<file path="config.mk">
export PLATFORM = sky130hd
export DESIGN_NAME = gpio_shift_out
export DESIGN_NICKNAME = d
export VERILOG_FILES = /design/src/rtl/gpio_pkg.sv /design/src/rtl/gpio_shift_out_clk_div_tick.sv /design/src/rtl/gpio_shift_out.sv
export SDC_FILE = /design/constraint.sdc
export NUM_CORES = 1
export LEC_CHECK = 0
export BUFFER_PORTS_ARGS = -buffer_cell sky130_fd_sc_hd__buf_4
export CAP_MARGIN = 25
export CORE_UTILIZATION = 65
export CTS_BUF_LIST = sky130_fd_sc_hd__clkbuf_2
export CTS_CLUSTER_SIZE = 24
export DETAILED_ROUTE_END_ITERATION = 10
export GPL_TIMING_DRIVEN = 0
export PLACE_DENSITY = 0.95
export SLEW_MARGIN = 20
export SYNTH_ARGS = -nofsm -noshare
export SYNTH_HDL_FRONTEND = slang
export SYNTH_HIERARCHICAL = 1
export SYNTH_SLANG_ARGS = --single-unit
</file>
<file path="constraint.sdc">
create_clock -name clk -period 6.97 [get_ports clk]
set_clock_uncertainty 0.2 [all_clocks]
set_input_delay 0.697 -clock clk [delete_from_list [all_inputs] [get_ports clk]]
set_output_delay 0.697 -clock clk [all_outputs]
set_load 0.01 [all_outputs]
</file>
<file path="src/rtl/gpio_pkg.sv">
// Shared GPIO definitions: state-word width and the serial shifter FSM encoding.
package gpio_pkg;

    localparam int GPIO_WIDTH = 32;

    typedef enum logic [1:0] {
        ST_IDLE  = 2'd0,
        ST_SETUP = 2'd1,
        ST_HIGH  = 2'd2,
        ST_LATCH = 2'd3
    } shift_state_e;

    // Counter width able to hold 0..n-1; a 1-bit counter is kept even for n == 1.
    function automatic int cnt_width(input int n);
        if (n > 1) begin
            return $clog2(n);
        end else begin
            return 1;
        end
    endfunction

endpackage

</file>
<file path="src/rtl/gpio_shift_out_clk_div_tick.sv">
// Phase timer for the serial shifter: one-cycle tick every CLK_DIV cycles,
// restarted whenever the FSM enters a new state.
module clk_div_tick
    import gpio_pkg::*;
#(
    parameter int CLK_DIV = 2
) (
    input  logic clk,
    input  logic rst,
    input  logic restart,
    output logic tick
);

    localparam int CW = cnt_width(CLK_DIV);
    localparam logic [CW-1:0] LAST = CW'(CLK_DIV - 1);
    localparam logic [CW-1:0] ONE  = CW'(1);

    logic [CW-1:0] divcnt;

    assign tick = (divcnt == LAST);

    // Count cycles within the current phase; wrap on tick or on a new phase.
    always_ff @(posedge clk or posedge rst) begin
        if (rst) begin
            divcnt <= '0;
        end else if (restart || tick) begin
            divcnt <= '0;
        end else begin
            divcnt <= divcnt + ONE;
        end
    end

endmodule

</file>
<file path="src/rtl/gpio_shift_out.sv">
// Ships the GPIO state word MSB-first into an external 595-style chain and latches it.
// Optional feature macro GPIO_SHIFT_OE_EN adds the active-low ser_oe_n output.
module gpio_shift_out
    import gpio_pkg::*;
#(
    parameter int CLK_DIV = 2,
    parameter int WIDTH   = GPIO_WIDTH
) (
    input  logic             clk,
    input  logic             rst,
    input  logic [WIDTH-1:0] gpio_state,
    output logic             ser_data,
    output logic             ser_clk,
    output logic             ser_latch,
    output logic             busy
`ifdef GPIO_SHIFT_OE_EN
    ,
    output logic             ser_oe_n
`endif
);

    localparam int BW = cnt_width(WIDTH);
    localparam logic [BW-1:0] LAST_BIT = BW'(WIDTH - 1);
    localparam logic [BW-1:0] BIT_ONE  = BW'(1);

    shift_state_e     state;
    shift_state_e     state_next;
    logic [WIDTH-1:0] shreg;
    logic [WIDTH-1:0] shreg_next;
    logic [WIDTH-1:0] shipped;
    logic [WIDTH-1:0] shipped_next;
    logic [BW-1:0]    bitcnt;
    logic [BW-1:0]    bitcnt_next;
    logic             refresh;
    logic             refresh_next;
    logic             data_next;
    logic             tick;
    logic             restart;

    // Every phase change is a state change, so restarting on it times each phase.
    assign restart = (state_next != state);

    clk_div_tick #(
        .CLK_DIV (CLK_DIV)
    ) u_tick (
        .clk     (clk),
        .rst     (rst),
        .restart (restart),
        .tick    (tick)
    );

    // Next-state, shift-register and output-data decode.
    always_comb begin
        state_next   = state;
        shreg_next   = shreg;
        shipped_next = shipped;
        bitcnt_next  = bitcnt;
        refresh_next = refresh;
        data_next    = 1'b0;

        case (state)
            ST_IDLE: begin
                if (refresh || (gpio_state != shipped)) begin
                    shreg_next   = gpio_state;
                    shipped_next = gpio_state;
                    refresh_next = 1'b0;
                    bitcnt_next  = '0;
                    state_next   = ST_SETUP;
                end else begin
                    state_next   = ST_IDLE;
                end
            end
            ST_SETUP: begin
                if (tick) begin
                    state_next = ST_HIGH;
                end else begin
                    state_next = ST_SETUP;
                end
            end
            ST_HIGH: begin
                if (tick) begin
                    shreg_next = {shreg[WIDTH-2:0], 1'b0};
                    if (bitcnt == LAST_BIT) begin
                        state_next = ST_LATCH;
                    end else begin
                        bitcnt_next = bitcnt + BIT_ONE;
                        state_next  = ST_SETUP;
                    end
                end else begin
                    state_next = ST_HIGH;
                end
            end
            ST_LATCH: begin
                if (tick) begin
                    state_next = ST_IDLE;
                end else begin
                    state_next = ST_LATCH;
                end
            end
            default: begin
                state_next = ST_IDLE;
            end
        endcase

        // Data is held through SETUP and HIGH so the chain sees margin on both sides.
        if ((state_next == ST_SETUP) || (state_next == ST_HIGH)) begin
            data_next = shreg_next[WIDTH-1];
        end else begin
            data_next = 1'b0;
        end
    end

    // State registers plus outputs registered from the next-state decode.
    always_ff @(posedge clk or posedge rst) begin
        if (rst) begin
            state     <= ST_IDLE;
            shreg     <= '0;
            shipped   <= '0;
            bitcnt    <= '0;
            refresh   <= 1'b1;
            ser_data  <= 1'b0;
            ser_clk   <= 1'b0;
            ser_latch <= 1'b0;
            busy      <= 1'b0;
        end else begin
            state     <= state_next;
            shreg     <= shreg_next;
            shipped   <= shipped_next;
            bitcnt    <= bitcnt_next;
            refresh   <= refresh_next;
            ser_data  <= data_next;
            ser_clk   <= (state_next == ST_HIGH);
            ser_latch <= (state_next == ST_LATCH);
            busy      <= (state_next != ST_IDLE);
        end
    end

`ifdef GPIO_SHIFT_OE_EN
    // Chip outputs stay disabled until the first complete word has been latched.
    always_ff @(posedge clk or posedge rst) begin
        if (rst) begin
            ser_oe_n <= 1'b1;
        end else if ((state == ST_LATCH) && (state_next == ST_IDLE)) begin
            ser_oe_n <= 1'b0;
        end else begin
            ser_oe_n <= ser_oe_n;
        end
    end
`endif

endmodule

</file>
==> reports/results.ini <==
[finish]
mostFrequentLayoutCells=76 x dfrtp_1, 74 x nand2_1, 38 x buf_4
layout_commonest_cell=dfrtp_1
antenna_cells=0
finalNetCount=448
drive_gt1_share_pct=22.5
syn_to_final_growth_pct=14.5
post-route-util_pct=78.1

[power]
vdd_drop_max_v=0.000154
p_int_uw=656
pwr-share-comb_pct=9.0
p_leak_nw=1.99
switching_power_uw=200
p_per_area_mw_per_mm2=197
switching_share_pct=23.4
power_frac_clock_pct=35.6
pwr-share-seq_pct=55.4

[detailed_routing]
drcViolationCount=0
routed_wirelength_um=8840
wire_per_inst_um=18.2
dr_total_vias=3032
dr.pass1.iters=5
dr.first_iter.drc_count=312
vias_per_cell=6.24
ant_nets=0

[sta]
rsz0062_at_grt=false
final-setup-viol-count=0
maxSlewViolCount=0
clock.fmax_mhz=303
finalHoldViolations=0
worstMarginPinSlew_ns=0.541
final_period_minus_worst_setup_slack_ns=3.30
setup-tns-final_ns=0
slew-limit-headroom_pct=63.9
min_period_over_period_pct=47.4

[floorplan]
die_h_um=78.5
start_util_pct=68.2
die_x_um=78.5
ios=38
die-area_mm2=0.00616
core-area_mm2=0.00557
row_count=27

[logic_synthesis]
synth_flop_cell=dfrtp_1
netlist_instances=359
synth-seq-cells=77
synth_cell_types=35
seq_area_frac_synth_pct=50.7
synth_area_mm2=0.00380
async_flop_share_pct=100
avgSynthCellArea_um2=10.6
synth_enable_flop_cells=0
synth_fp_nets=398
ys_warn_count=6

[critical_path]
critPathBufInv=2
arrival_ns=3.57
cp_max_fo=10
required_ns=7.24
worstSetupEndpointType=flop
slowest_delay_ns=0.44
cp_common_cell=nand4_1
crit_chain=xnor2_1 -> nand4_1 -> nor4_1 -> nand4_1 -> o21a_1 -> buf_6 -> clkbuf_1 -> nor3_1 -> ha_1 -> o211a_1
critical_path_class=reg2reg
critPathLaunchType=flop
cp_slowest_cell=dfrtp_1
cpLargestDelayFamily=simple AND/OR/NAND/NOR gates

[grt]
grt_max_degree=44
overflow=0
grtUsageTotal_pct=32.0
first_global_vias=3110
antenna_found_initial=0
grt_pass1_wl_um=14600

[min_path]
holdCritPathClass=in2reg

[place]
dp_hpwl_um=6200
io_buffers=37
place_congestion=0.849

[clock_network]
cts_resized=0
clkTransAtPathRegs_ns=0.22
clkLatencyLatePin_ns=0.55
htreeDepth=3
cts_buffer_depth=2
clock-sinks=77
tritoncts=built
cts-root-buf=clkbuf_2
cts_made_buffers=9
post_cts_buffers=0

[job]
maxCapViolCount=0

[status]
outcome=complete, no violations

## sequential cells by signal (all words and copies together) (netlist names), 2 cells and up
name and count:
bitcnt 5, shipped 32, shreg 32, state 2
## per-layer routing
metal  vias up  part of all wire [%]  track usage, %
li1       1372                     -               -
met2       133                    50            52.7
met4         0                   3.1            17.0
met3        27                   5.8            6.40
met5         -                     0               0
met1      1500                    41            39.9
## cell families (layout without fill, tap and decap cells)
group | after synthesis | in the layout | share of synthesized area (%)
flops | 77 | 77 | 50.7
simple gates | 132 | 132 | 15.3
buf+inv | 33 | 88 | 4.31
xor+xnor | 32 | 32 | 7.37
compound gates | 50 | 50 | 11.8
fa+ha+maj | 5 | 5 | 1.65
mux | 30 | 30 | 8.85
## through the flow
step / instance area [um^2] / hold slack [ns] / cells / worst slack [ns] / power, mW
floorplan: 3800 / 0.224 / 359 / 4.14 / 0.522
global placement: 4170 / 0.232 / 468 / 3.28 / 0.552
detailed placement: 4190 / 0.237 / 469 / 3.41 / 0.558
CTS: 4350 / 0.182 / 486 / 3.70 / 0.859
global route: 4350 / 0.162 / 486 / 3.56 / 0.884
finish: 4350 / 0.191 / 486 / 3.67 / 0.857
## worst reg2reg max path: stages, from the launching register on
cell	delay, ns
dfrtp_1	0.44
xnor2_1	0.29
nand4_1	0.17
nor4_1	0.41
nand4_1	0.31
o21a_1	0.28
buf_6	0.13
clkbuf_1	0.22
nor3_1	0.34
ha_1	0.31
o211a_1	0.12
## area by class of cell
cell class / count / area [um^2]
clock inverter: 6 / 101
fill: 367 / 1220
clock buffer: 10 / 50.0
sequential: 77 / 1930
timing repair buffer: 39 / 308
buffer: 24 / 130
multi-input combinational: 249 / 1710
tap: 72 / 90.1
inverter: 9 / 36.3
## worst paths after layout
path	from	to	slack [ns]	depth (start not counted)
setup reg to reg	shipped[19]	ser_data	3.67	10
max in group asynchronous	rst	shipped[4]	5.47	4
hold / removal	gpio_state[11]	shreg[11]	0.19	2
min in group asynchronous	rst	u_tick/tick	0.36	3
hold reg to reg	refresh	refresh	0.26	2
setup / recovery	shipped[19]	ser_data	3.67	10
## cell usage after synthesis (all sizes together), types with 2 or more instances
library cell,n,area [um^2]
dfrtp,76,1900
a22o,2,17.5
a221o,29,290
o21a,3,22.5
nor4,2,12.5
inv,9,33.8
o22ai,2,12.5
nor2b,3,18.8
a21o,2,15.0
ha,5,62.6
nor3,3,15.0
xor2,3,26.3
mux2,29,327
clkbuf,14,52.6
o21ai,5,25.0
o221ai,3,26.3
nand4,8,50.1
nor2,7,26.3
nand2,74,278
xnor2,29,254
nand3,30,150
buf,10,77.6
## power groups by stage
| stage | clock (mW) | combinational, mW | sequential, mW |
|---|---|---|---|
| after detailed placement | 0 | 0.0761 | 0.482 |
| after global placement | 0 | 0.0715 | 0.481 |
| after global routing | 0.324 | 0.0842 | 0.477 |
| final | 0.305 | 0.0771 | 0.475 |
| after floorplan | 0 | 0.0425 | 0.479 |
| after CTS | 0.308 | 0.0777 | 0.474 |
## timing repair
item                                   4_1_cts  5_1_grt
endpoints found under the hold margin       33        0
hold buffers                                 1        0
setup endpoints to repair                    0        0
No activity file was read; power rests on OpenSTA's default activity.
